[src/rtl/hdmi_timing_scheduler.sv]
// Raster timing generator and pixel-fetch scheduler for the TMDS pixel domain.
// Stage 0 runs the h/v counters and issues fetches, stage 1 carries the raster
// flags while the source returns the pixel, stage 2 registers DE/sync/colour.
module hdmi_timing_scheduler #(
    parameter int   H_ACTIVE  = 640,
    parameter int   H_FP      = 16,
    parameter int   H_SYNC    = 96,
    parameter int   H_BP      = 48,
    parameter int   V_ACTIVE  = 480,
    parameter int   V_FP      = 10,
    parameter int   V_SYNC    = 2,
    parameter int   V_BP      = 33,
    parameter logic HSYNC_POL = 1'b0,
    parameter logic VSYNC_POL = 1'b0,
    parameter int   CW        = 12
) (
    input  logic          i_pixel_clk,
    input  logic          i_rst_n,
    input  logic          i_en,
    output logic          o_px_req,
    output logic [CW-1:0] o_px_x,
    output logic [CW-1:0] o_px_y,
    input  logic          i_px_valid,
    input  logic [7:0]    i_px_r,
    input  logic [7:0]    i_px_g,
    input  logic [7:0]    i_px_b,
    output logic          o_hdmi_de,
    output logic          o_hdmi_hsync,
    output logic          o_hdmi_vsync,
    output logic [7:0]    o_pixel_r,
    output logic [7:0]    o_pixel_g,
    output logic [7:0]    o_pixel_b,
    output logic          o_frame_start,
    output logic          o_busy,
    output logic          o_underflow,
    input  logic          i_underflow_clr
);
    localparam int H_TOTAL = H_ACTIVE + H_FP + H_SYNC + H_BP;
    localparam int V_TOTAL = V_ACTIVE + V_FP + V_SYNC + V_BP;

    localparam logic [CW-1:0] H_ACT_C = CW'(H_ACTIVE);
    localparam logic [CW-1:0] V_ACT_C = CW'(V_ACTIVE);
    localparam logic [CW-1:0] HS_BEG  = CW'(H_ACTIVE + H_FP);
    localparam logic [CW-1:0] HS_END  = CW'(H_ACTIVE + H_FP + H_SYNC - 1);
    localparam logic [CW-1:0] VS_BEG  = CW'(V_ACTIVE + V_FP);
    localparam logic [CW-1:0] VS_END  = CW'(V_ACTIVE + V_FP + V_SYNC - 1);
    localparam logic [CW-1:0] H_LAST  = CW'(H_TOTAL - 1);
    localparam logic [CW-1:0] V_LAST  = CW'(V_TOTAL - 1);

    localparam logic [1:0] ST_OFF  = 2'd0;
    localparam logic [1:0] ST_RUN  = 2'd1;
    localparam logic [1:0] ST_STOP = 2'd2;

    logic [1:0]    state;
    logic [CW-1:0] h, v;
    logic          run0, at_last;
    logic          act0, hs0, vs0, first0;
    logic [2:1]    vld_pipe;   // running-cycle tokens held by stages 1 and 2
    logic          s1_act, s1_hs, s1_vs, s1_first;

    assign run0    = (state != ST_OFF);
    assign at_last = (h == H_LAST) && (v == V_LAST);

    // Stage-0 raster decode; an idle scheduler looks like blanking.
    assign act0   = run0 && (h < H_ACT_C) && (v < V_ACT_C);
    assign hs0    = run0 && (h >= HS_BEG) && (h <= HS_END);
    assign vs0    = run0 && (v >= VS_BEG) && (v <= VS_END);
    assign first0 = run0 && (h == '0) && (v == '0);

    assign o_px_req = act0;
    assign o_px_x   = act0 ? h : '0;
    assign o_px_y   = act0 ? v : '0;
    assign o_busy   = run0 || vld_pipe[1] || vld_pipe[2];

    // Run/stop control: stopping only ends on a frame boundary, and can be
    // cancelled mid-frame without disturbing the raster.
    always_ff @(posedge i_pixel_clk or negedge i_rst_n) begin
        if (!i_rst_n) begin
            state <= ST_OFF;
        end else begin
            case (state)
                ST_OFF:  if (i_en) state <= ST_RUN;
                ST_RUN:  if (!i_en) state <= ST_STOP;
                ST_STOP: if (i_en) state <= ST_RUN;
                         else if (at_last) state <= ST_OFF;
                default: state <= ST_OFF;
            endcase
        end
    end

    // Raster counters; parked at (0,0) while off so a start begins a frame.
    always_ff @(posedge i_pixel_clk or negedge i_rst_n) begin
        if (!i_rst_n) begin
            h <= '0;
            v <= '0;
        end else if (!run0) begin
            h <= '0;
            v <= '0;
        end else if (h == H_LAST) begin
            h <= '0;
            v <= (v == V_LAST) ? '0 : v + 1'b1;
        end else begin
            h <= h + 1'b1;
        end
    end

    // Stage 1: carry raster flags while the source returns the pixel.
    always_ff @(posedge i_pixel_clk or negedge i_rst_n) begin
        if (!i_rst_n) begin
            s1_act   <= 1'b0;
            s1_hs    <= 1'b0;
            s1_vs    <= 1'b0;
            s1_first <= 1'b0;
            vld_pipe <= '0;
        end else begin
            s1_act   <= act0;
            s1_hs    <= hs0;
            s1_vs    <= vs0;
            s1_first <= first0;
            vld_pipe <= {vld_pipe[1], run0};
        end
    end

    // Stage 2: encoder-facing registers; a missing return is sent as black.
    always_ff @(posedge i_pixel_clk or negedge i_rst_n) begin
        if (!i_rst_n) begin
            o_hdmi_de     <= 1'b0;
            o_hdmi_hsync  <= ~HSYNC_POL;
            o_hdmi_vsync  <= ~VSYNC_POL;
            o_pixel_r     <= 8'h00;
            o_pixel_g     <= 8'h00;
            o_pixel_b     <= 8'h00;
            o_frame_start <= 1'b0;
        end else begin
            o_hdmi_de     <= s1_act;
            o_hdmi_hsync  <= s1_hs ? HSYNC_POL : ~HSYNC_POL;
            o_hdmi_vsync  <= s1_vs ? VSYNC_POL : ~VSYNC_POL;
            o_pixel_r     <= (s1_act && i_px_valid) ? i_px_r : 8'h00;
            o_pixel_g     <= (s1_act && i_px_valid) ? i_px_g : 8'h00;
            o_pixel_b     <= (s1_act && i_px_valid) ? i_px_b : 8'h00;
            o_frame_start <= s1_first;
        end
    end

    // Sticky underflow: a new miss outranks a same-cycle clear.
    always_ff @(posedge i_pixel_clk or negedge i_rst_n) begin
        if (!i_rst_n) begin
            o_underflow <= 1'b0;
        end else if (s1_act && !i_px_valid) begin
            o_underflow <= 1'b1;
        end else if (i_underflow_clr) begin
            o_underflow <= 1'b0;
        end
    end

endmodule

[config.mk]
export PLATFORM = sky130hd
export DESIGN_NAME = hdmi_timing_scheduler
export DESIGN_NICKNAME = d
export VERILOG_FILES = /design/src/rtl/hdmi_timing_scheduler.sv
export SDC_FILE = /design/constraint.sdc
export NUM_CORES = 1
export LEC_CHECK = 0
export CORE_MARGIN = 2
export CORE_UTILIZATION = 51
export CTS_CLUSTER_SIZE = 14
export DETAILED_ROUTE_END_ITERATION = 6
export PLACE_DENSITY = 0.85
export SLEW_MARGIN = 30
export SYNTH_ARGS = -nofsm -noshare
export SYNTH_HDL_FRONTEND = slang
export SYNTH_SLANG_ARGS = --single-unit
[constraint.sdc]
create_clock -name i_pixel_clk -period 3.5 [get_ports i_pixel_clk]
set_input_delay 0.35 -clock i_pixel_clk [delete_from_list [all_inputs] [get_ports i_pixel_clk]]
set_output_delay 0.35 -clock i_pixel_clk [all_outputs]
set_load 0.02 [all_outputs]
==> reports/qor.csv, run 1 <==
stage,metric,value,unit
outcome,outcome,"complete, no violations",
setup_path,CP Launch Point,v[10]$_DFFE_PN0P_,
logic_synthesis,post-synthesis instance total,280,
drt,DR vias,2425,
setup_path,Crit path largest cell delay,610,ps
clock_tree,clock buffer depth,2,
timing,Final Hold Viols,0,
setup_path,critical path class,flop to output pin,
logic_synthesis,Synth area leaders,"dfrtp_1 52%, and3_1 5.5%, nand3_1 3.5%",
timing,maximum clock rate,306.3,MHz
clock_tree,Worst-Skew Late Latency,340,ps
setup_path,WP data required,3150,ps
setup_path,nature of the critical path endpoint,output pin,
timing,RSZ-0062 raised after global routing,false,
clock_tree,post-cts resize count,0,
pwr,Leak,0.001719,uW
pwr,Tot Pwr,1737,uW
drt,drt first pass iters,4,
clock_tree,CTS tree,done,
finish,# diodes,0,
grt,first-pass GRT wire length,10980,um
logic_synthesis,sequential fraction of the synthesis area,53.79,%
logic_synthesis,Syn Area/Cell,10.15,um2
grt,gr busiest metal,met2,
timing,endpoints failing setup,0,
floorplan,area of the core,5439,um2
grt,largest net degree at the start of global routing,39,
logic_synthesis,synthesized area,2843,um2
setup_path,crit start category,flop,
setup_path,CP most frequent cell,nor3_1,
logic_synthesis,Synth Register Bits,61,
clock_tree,H-tree levels,3,
timing,Worst Tran Pin Value,832.9,ps
clock_tree,number of buffers created by CTS,9,
placement,# port buffers,78,
logic_synthesis,Post-synth EDFFs,0,
grt,vias in the first global route,2297,
timing,Tcrit/Tclk final,93.27,%
logic_synthesis,post-synth cell types,46,
grt,grt met3 use,4.253,%
grt,initial antenna violation count,0,
setup_path,cells on worst reg2reg path,5,
placement,dpl ws,676.1,ps
drt,Routed Antenna Nets,0,
logic_synthesis,top-area cell type share of the netlist area,51.94,%
setup_path,CP endpoint,o_px_y[3],
floorplan,die width,78.66,um
setup_path,Crit path arrival time,2910,ps
hold_path,Hold WC Path Type,primary input to async pin,
clock_tree,clock-pin slew on the worst setup and hold paths,70,ps
setup_path,R2R Path Start,h[0]$_DFF_PN0_,
finish,fin nets,387,
grt,global route overflow,0,
floorplan,row cnt,27,
timing,Rel. slew slack,44.47,%
setup_path,crit-path max FO,8,
drt,vias per inst,5.626,
pwr,Peak supply drop,0.0003005,V
setup_path,"Slowest-stage cell, CP",clkdlybuf4s50_1,
grt,overall routing resource usage,22.83,%
finish,share of layout cells above drive strength 1,8.357,%
grt,grt met2 use,35.30,%
logic_synthesis,Main synth FF type,dfrtp_1,
finish,area grow syn2layout,35.56,%
floorplan,Top Ports,84,
clock_tree,Root Buffer,clkbuf_8,
grt,GR Util met1,30.52,%
clock_tree,"Hold-fix buffers, CTS",0,
timing,post-layout minimum cycle time,3265,ps
drt,DRC Markers,0,
clock_tree,Sink Count,61,
placement,DP HPWL,4499,um
drt,drt total wl,6629,um
floorplan,die area,6187,um2
setup_path,worst flop-to-flop path endpoint,v[8]$_DFFE_PN0P_,
drt,routed len/inst,15.38,um
logic_synthesis,synthesis warning total,0,
timing,clk_skew,9.102,ps
placement,gp weighted congestion,0.9513,
logic_synthesis,dominant cell type by area after synthesis,dfrtp_1,
floorplan,Initial Utilization,52.27,%
setup_path,r2r setup slk,1200,ps
job,max cap viols,0,
setup_path,crit path cell chain,"nor3_1, nand2_1, nor3_1, buf_4, and2_1, clkdlybuf4s50_1",
timing,Slew Limit Fails,0,
timing,Fin Setup TNS,0,ps
floorplan,Die H,78.66,um
drt,drt first-iter violations,130,
logic_synthesis,asr flop ratio synth,100.0,%
pwr,cell area power density,450.7,nW/um2
timing,min setup slack post-route,235.5,ps
clock_tree,Post-CTS Setup Bufs,0,
## cell type report
class,count,area (um2)
inverter,14,52.55
clock inverter,6,87.58
tap,72,90.09
multi-input combinational,186,1161
fill,400,1585
clock buffer,10,127.6
timing repair buffer,82,805.8
sequential,61,1529
## registers in the layout (all words and copies together) (netlist names), 2 cells and up
register	cells
h	12
o_pixel_r	8
v	12
vld_pipe	2
state	2
o_pixel_g	8
o_pixel_b	8
## report_power, final
part	internal, uW	total (uW)	leakage [uW]	switching, uW
clock	401	672	0.000110	272
combinational	130	271	0.000803	141
sequential	752	793	0.000806	41.8
total	1280	1740	0.00172	454
## synthesized netlist by cell type (2+ instances only)
| cell | instances |
|---|---|
| o21a_1 | 2 |
| nand3_1 | 20 |
| nor2b_1 | 3 |
| dfrtp_1 | 59 |
| o21ai_0 | 6 |
| buf_4 | 5 |
| and4_1 | 4 |
| inv_1 | 14 |
| o2111ai_1 | 4 |
| xnor2_1 | 7 |
| and2_2 | 2 |
| clkbuf_1 | 15 |
| nor2_1 | 17 |
| nand4_1 | 10 |
| dfstp_2 | 2 |
| and2_1 | 12 |
| nor4_1 | 13 |
| a31oi_1 | 3 |
| and3_1 | 25 |
| xor2_1 | 3 |
| or3_1 | 2 |
| nand2_1 | 11 |
| a21oi_1 | 3 |
| nand4b_1 | 2 |
| a41oi_1 | 2 |
| ha_1 | 4 |
| nor3_1 | 8 |
| o211ai_1 | 2 |
| o22ai_1 | 2 |
| or2_2 | 2 |
## cells in the final DEF, fill, tap and decap left out, types with 4 or more instances in the layout
cell             synthesis  final
clkdlybuf4s50_1          0     77
dfrtp_1                 59     59
and3_1                  25     25
nand3_1                 20     20
nor2_1                  17     17
inv_1                   14     14
nor4_1                  13     13
and2_1                  12     12
nand2_1                 11     11
nand4_1                 10     10
clkbuf_8                 0      9
nor3_1                   8      8
xnor2_1                  7      7
o21ai_0                  6      6
conb_1                   1      5
and4_1                   4      4
o2111ai_1                4      4
ha_1                     4      4
buf_4                    5      4
## layer usage
| metal | part of all wire [%] | vias up |
|---|---|---|
| met5 | 0 | - |
| met4 | 3.3 | 0 |
| met3 | 8.4 | 21 |
| met2 | 47 | 137 |
| met1 | 41 | 1125 |
| li1 | - | 1142 |
## logic make-up after synthesis
group,synth area share (%)
and+or+nand+nor,27.99
buffers and inverters,5.898
adders and majority gates,1.761
xor gates and xnor gates,3.081
other,0.1319
AOI/OAI and AO/OA,7.350
DFF,53.79
## critical path: cells and delay by family, from the launching register on
family                 cells  cell delay, ps
buffers and inverters      2             900
DFF                        1             440
and+or+nand+nor            4            1220
## worst min path at each step
stage | startpoint | slack, ps | cells after the start | to
floorplan | i_rst_n | 50 | 0 | h[0]$_DFF_PN0_
global placement | s1_vs$_DFF_PN0_ | 340 | 1 | o_hdmi_vsync$_DFF_PN1_
detailed placement | s1_hs$_DFF_PN0_ | 340 | 1 | o_hdmi_hsync$_DFF_PN1_
CTS | i_rst_n | 130 | 1 | o_pixel_g[0]$_DFF_PN0_
global route | i_rst_n | 170 | 1 | o_pixel_g[0]$_DFF_PN0_
finish | i_rst_n | 110 | 1 | o_pixel_g[0]$_DFF_PN0_
## metrics by stage
stage	area [um2]	util, %	cells	hold slack (ps)
after floorplan	2858	-	284	54.41
after global placement	3638	66.90	415	339.5
after detailed placement	3638	66.90	415	341.8
after CTS	3854	70.85	431	126.8
after global routing	3854	70.85	431	172.9
final	3854	70.85	431	111.5
No activity file was read; power rests on OpenSTA's default activity.
==> run 2, diff against run 1 <==
Settings changed: REMOVE_ABC_BUFFERS from default to 1.
==> run 2 against run 1 <==
Against the previous run:
- flip-flop and latch count unchanged
- clock skew is essentially flat
- global-route usage up 2.5 points
- clock power down 0.7%
- final cell count decreased by 0.23%
- worst hold slack got worse by 110 ps
- first-iteration DRC count grew 82%
- sequential power about the same
- combinational power barely moved
- via count up 2.7%
- die area unchanged
- critical path type unchanged
- largest cell class unchanged
- largest power group unchanged
==> reports/qor.csv, run 2 (synthesized netlist as in run 1, its figures left out) <==
stage,metric,value,unit,change
outcome,outcome,"complete, no violations",,
placement,DP HPWL,5008,um,+11%
pwr,Peak supply drop,0.0002819,V,-6.2%
job,max cap viols,0,,unchanged
setup_path,crit-path max FO,16,,+8
grt,GR Util met1,33.43,%,+2.9 points
clock_tree,"Hold-fix buffers, CTS",0,,unchanged
timing,endpoints failing setup,0,,unchanged
floorplan,Die H,78.66,um,unchanged
timing,maximum clock rate,315.0,MHz,+2.8%
setup_path,nature of the critical path endpoint,output pin,,
setup_path,critical path class,flop to output pin,,
finish,Fill cells,408,,+2.0%
timing,Worst Tran Pin Value,781.1,ps,-51.81 ps
placement,# port buffers,78,,unchanged
finish,"commonest non-fill, non-tap cell in the layout",clkdlybuf4s50_1,,
finish,most frequent cells in the layout,"77 x clkdlybuf4s50_1, 59 x dfrtp_1, 25 x and3_1",,
timing,Slew Limit Fails,0,,unchanged
clock_tree,post-cts resize count,0,,unchanged
timing,RSZ-0062 raised after global routing,false,,
pwr,Pint,1281,uW,-0.11%
clock_tree,Worst-Skew Late Latency,330,ps,about the same
clock_tree,Post-CTS Setup Bufs,0,,unchanged
hold_path,Hold WC Path Type,primary input to async pin,,
finish,share of layout cells above drive strength 1,7.542,%,-0.81 points
grt,grt met2 use,40.34,%,+5.0 points
timing,post-layout minimum cycle time,3175,ps,-89.81 ps
pwr,Tot Pwr,1736,uW,about the same
pwr,Leak,0.001706,uW,-0.78%
setup_path,crit start category,flop,,
grt,global route overflow,0,,unchanged
timing,Final Hold Viols,0,,unchanged
drt,vias per inst,5.791,,+2.9%
clock_tree,Sink Count,61,,unchanged
floorplan,row cnt,27,,unchanged
drt,DR vias,2490,,+2.7%
timing,Fin Setup TNS,0,ps,unchanged
floorplan,die width,78.66,um,unchanged
timing,Hold WS,1.008,ps,-110.5 ps
floorplan,Top Ports,84,,unchanged
timing,Tcrit/Tclk final,90.71,%,-2.6 points
pwr,cell area power density,452.0,nW/um2,+0.28%
finish,# diodes,0,,unchanged
pwr,combinational share of power,15.8,%,+0.2 points
grt,gr busiest metal,met2,,
setup_path,Crit path arrival time,2820,ps,-90 ps
drt,DRC Markers,0,,unchanged
floorplan,area of the core,5439,um2,unchanged
placement,gp weighted congestion,0.8524,,-10%
pwr,switching power of the nets,455.0,uW,+0.14%
timing,clk_skew,9.578,ps,+0.4754 ps
pwr,sequential power share,45.8,%,about the same
floorplan,Initial Utilization,52.27,%,unchanged
placement,dpl ws,757.2,ps,+81.14 ps
grt,overall routing resource usage,25.30,%,+2.5 points
timing,Rel. slew slack,47.73,%,+3.3 points
grt,initial antenna violation count,0,,unchanged
finish,Largest regs,"h x12, v x12",,
grt,largest net degree at the start of global routing,45,,+15%
pwr,clock power share,38.4,%,-0.3 points
timing,min setup slack post-route,325.3,ps,+89.81 ps
drt,routed len/inst,16.87,um,+9.7%
grt,grt met3 use,4.138,%,-0.11 points
drt,drt total wl,7253,um,+9.4%
drt,drt first pass iters,4,,unchanged
drt,Routed Antenna Nets,0,,unchanged
clock_tree,number of buffers created by CTS,9,,unchanged
floorplan,die area,6187,um2,unchanged
clock_tree,clock buffer depth,2,,unchanged
finish,fin nets,386,,-0.26%
drt,drt first-iter violations,236,,+82%
clock_tree,Root Buffer,clkbuf_8,,
pwr,Sw Ratio,26.21,%,+0.048 points
grt,vias in the first global route,2431,,+5.8%
finish,area grow syn2layout,35.12,%,
clock_tree,H-tree levels,3,,unchanged
finish,Reg area,1529,um2,unchanged
grt,first-pass GRT wire length,12080,um,+9.9%
clock_tree,CTS tree,done,,
clock_tree,clock-pin slew on the worst setup and hold paths,70,ps,about the same
finish,multi-input logic area,1161,um2,unchanged
setup_path,WP data required,3150,ps,about the same
[run 2: cell types whose count changed in the layout (fill, tap and decap cells not counted), sizes merged]
cell      change
buf           -1
clkbuf        +2
clkinv        -3
clkinvlp      +1
[run 2: worst max-delay path, cell delays in order, from the launching register on]
cell	delay (ps)
dfrtp_1	390
nor2_1	110
inv_1	360
nand2_1	290
nor3_1	340
buf_4	260
and2_2	170
clkdlybuf4s50_1	590
[run 2: through the flow]
stage | utilization (%) | cell area [um2] | std cells
floorplan | - | 2743 | 261
global placement | 66.76 | 3631 | 414
detailed placement | 66.76 | 3631 | 414
CTS | 70.58 | 3839 | 430
global route | 70.62 | 3841 | 430
finish | 70.62 | 3841 | 430
[run 2: power by group through the flow]
stage / Combinational [uW] / Sequential (uW) / Clock (uW)
detailed placement: 272 / 808 / 0
floorplan: 96.9 / 828 / 0
global route: 293 / 803 / 712
finish: 274 / 795 / 667
CTS: 275 / 796 / 677
global placement: 263 / 804 / 0
[run 2: path summary, 6_finish.rpt]
kind | from | depth (start not counted) | endpoint | slack, ps
min in group i_pixel_clk | s1_vs$_DFF_PN0_ | 1 | o_hdmi_vsync$_DFF_PN1_ | 360
max | state[0]$_DFFE_PN0P_ | 7 | o_px_x[4] | 330
max reg2reg | h[0]$_DFF_PN0_ | 5 | v[1]$_DFFE_PN0P_ | 1250
min | i_rst_n | 1 | o_hdmi_de$_DFF_PN0_ | 1
min reg2reg | s1_vs$_DFF_PN0_ | 1 | o_hdmi_vsync$_DFF_PN1_ | 360
max in group asynchronous | i_rst_n | 2 | v[3]$_DFFE_PN0P_ | 2850
[run 2: cell type report]
type,count,area share (%)
clock buffers,12,3.518
clock inverters,4,1.889
inverters,14,1.368
multi-input cells,186,30.23
flip-flops and latches,61,39.80
well taps,72,2.345
repair buffers,81,20.85
[run 2: metal layers]
layer	part of all wire, %	wire length, um
met5	0	0
met4	3.8	277
met3	6.9	504
met2	49	3552
met1	40	2919
==> run 3, diff against run 2 <==
Settings changed: GPL_TIMING_DRIVEN from default to 0.
==> run 3 against run 2 <==
Against the previous run:
- critical path type unchanged
- via count shrank 1.8%
- power grew 0.44%
- largest cell class unchanged
- flip-flop and latch count is the same
- cell area grew 1.1%
- sequential share of layout area shrank 0.45 points
- count of clock-buffer cells in the layout shrank 1
- critical endpoint unchanged
==> reports/qor.csv, run 3 (synthesized netlist as in run 1, its figures left out) <==
stage,metric,value,unit,change
job,max cap viols,0,,unchanged
floorplan,die width,78.66,um,unchanged
hold_path,HP Start,s1_vs$_DFF_PN0_,,
setup_path,nature of the critical path endpoint,output pin,,
floorplan,row cnt,27,,unchanged
setup_path,crit start category,flop,,
timing,Final Hold Viols,0,,unchanged
pwr,Peak supply drop,0.0002357,V,-16%
timing,RSZ-0062 raised after global routing,false,,
setup_path,Crit path largest cell delay,540,ps,-50 ps
floorplan,Top Ports,84,,unchanged
drt,DR vias,2444,,-1.8%
setup_path,"CP delay by family, top",buffers and inverters,,
clock_tree,clock-pin slew on the worst setup and hold paths,70,ps,about the same
placement,DP HPWL,4633,um,-7.5%
finish,# diodes,0,,unchanged
drt,Routed Antenna Nets,0,,unchanged
grt,overall routing resource usage,24.26,%,-1.0 points
placement,gp weighted congestion,0.8651,,+1.5%
placement,# port buffers,78,,unchanged
timing,post-layout minimum cycle time,3220,ps,+45.15 ps
floorplan,area of the core,5439,um2,unchanged
floorplan,Initial Utilization,52.27,%,unchanged
clock_tree,number of buffers created by CTS,9,,unchanged
finish,fin nets,387,,+0.26%
finish,"commonest non-fill, non-tap cell in the layout",clkdlybuf4s50_1,,
pwr,cell area power density,448.9,nW/um2,-0.70%
setup_path,critical path buffer and inverter count,3,,unchanged
grt,largest net degree at the start of global routing,52,,+16%
drt,vias per inst,5.684,,-1.8%
setup_path,cells on worst reg2reg path,5,,unchanged
clock_tree,CTS tree,done,,
setup_path,r2r setup slk,1250,ps,about the same
setup_path,Crit path arrival time,2870,ps,+50 ps
finish,most frequent cells in the layout,"77 x clkdlybuf4s50_1, 59 x dfrtp_1, 25 x and3_1",,
timing,Rel. slew slack,48.68,%,+0.95 points
clock_tree,Worst-Skew Late Latency,340,ps,about the same
timing,Worst Tran Pin Value,766.9,ps,-14.17 ps
finish,Largest regs,"h x12, v x12",,
clock_tree,Sink Count,61,,unchanged
grt,initial antenna violation count,0,,unchanged
timing,min setup slack post-route,280.1,ps,-45.15 ps
drt,drt first-iter violations,236,,unchanged
setup_path,worst flop-to-flop path endpoint,v[6]$_DFFE_PN0P_,,
finish,post-route cell area,3885,um2,+1.1%
drt,drt total wl,6901,um,-4.9%
grt,vias in the first global route,2294,,-5.6%
clock_tree,Root Buffer,clkbuf_8,,
grt,global route overflow,0,,unchanged
setup_path,crit path cell chain,"nor2_1, inv_1, nand2_1, nor3_4, buf_4, and2_2, clkdlybuf4s50_1",,
drt,DRC Markers,0,,unchanged
setup_path,R2R Path Start,h[0]$_DFF_PN0_,,
drt,routed len/inst,16.05,um,-4.9%
setup_path,"Slowest-stage cell, CP",clkdlybuf4s50_1,,
finish,area grow syn2layout,36.66,%,
clock_tree,H-tree levels,3,,unchanged
placement,Post-DP Area,3649,um2,+0.48%
pwr,Tot Pwr,1744,uW,+0.44%
setup_path,crit-path max FO,16,,unchanged
drt,drt first pass iters,5,,+1
floorplan,die area,6187,um2,unchanged
placement,dpl ws,255.5,ps,-501.7 ps
finish,Finished Core Util,71.43,%,+0.81 points
clock_tree,clock buffer depth,2,,unchanged
timing,clk_skew,8.976,ps,-0.6014 ps
timing,Tcrit/Tclk final,92.00,%,+1.3 points
pwr,Leak,0.001725,uW,+1.1%
timing,endpoints failing setup,0,,unchanged
hold_path,Worst Hold End,o_hdmi_vsync$_DFF_PN1_,,
hold_path,Hold Crit Depth,1,,
floorplan,Die H,78.66,um,unchanged
grt,first-pass GRT wire length,11550,um,-4.3%
setup_path,WP data required,3150,ps,about the same
outcome,outcome,"complete, no violations",,
setup_path,critical path class,flop to output pin,,
finish,share of layout cells above drive strength 1,8.101,%,+0.56 points
hold_path,Hold WC Path Type,flop to flop,,
timing,Slew Limit Fails,0,,unchanged
timing,maximum clock rate,310.6,MHz,-1.4%
run 3: cell types whose count changed in the layout (fill, tap and decap cells not counted):
cell           delta
buf_16            +1
nor3_1            -2
clkinv_4          +1
clkbuf_1          -1
clkinvlp_4        -1
nor3_4            +1
buf_4             -1
nor3_2            +1
dlygate4sd3_1     +1
run 3: cell type report:
type / count / area (um2)
fillers: 395 / 1554
flip-flops and latches: 61 / 1529
multi-input cells: 186 / 1177
repair buffers: 82 / 830.8
clock buffers: 11 / 131.4
well taps: 72 / 90.09
clock inverters: 4 / 73.82
inverters: 14 / 52.55
run 3: layer usage:
layer / vias to the layer above / part of all wire [%] / track usage (%)
met5: - / 0 / 0
met4: 0 / 2.7 / 12.11
met3: 18 / 7.1 / 3.793
met2: 126 / 49 / 37.78
met1: 1160 / 41 / 33.13
li1: 1140 / - / -
run 3: power breakdown:
group          switching (uW)  internal [uW]  total, uW
sequential               42.8            752        794
combinational             145            134        278
clock                     274            398        671
total                     461           1280       1740
run 3: stage by stage:
stage | setup TNS, ps | hold WS, ps | cells
6_report | 0 | 349.9 | 430
5_1_grt | 0 | 377.0 | 430
4_1_cts | 0 | 350.4 | 428
3_5_place_dp | 0 | 205.0 | 412
3_3_place_gp | -30.00 | 337.3 | 411
2_1_floorplan | 0 | 54.41 | 261
run 3: worst reg2reg max path: cells and delay by family, from the launching register on:
family          cells  cell delay, ps
simple gates        3            1250
flops               1             420
fa+ha+maj           1             280
compound gates      1             170
run 3: worst max-delay path by stage:
stage,slack [ps],endpoint,from,cells past startpoint
after floorplan,920,o_px_x[4],state[0]$_DFFE_PN0P_,5
after global placement,-20,o_px_x[7],state[0]$_DFFE_PN0P_,6
after detailed placement,260,o_px_x[4],state[1]$_DFFE_PN0P_,6
after CTS,120,o_px_x[5],state[1]$_DFFE_PN0P_,6
after global routing,130,o_px_x[4],state[0]$_DFFE_PN0P_,7
final,280,o_px_x[4],state[0]$_DFFE_PN0P_,7
run 3: timing repair:
action / CTS / global route
setup buffers: 0 / 2
hold buffers: 1 / 0
endpoints found under the setup margin: 14 / 13
pin swaps: 0 / 1
endpoints found under the hold margin: 10 / 0
gates resized for setup: 1 / 0
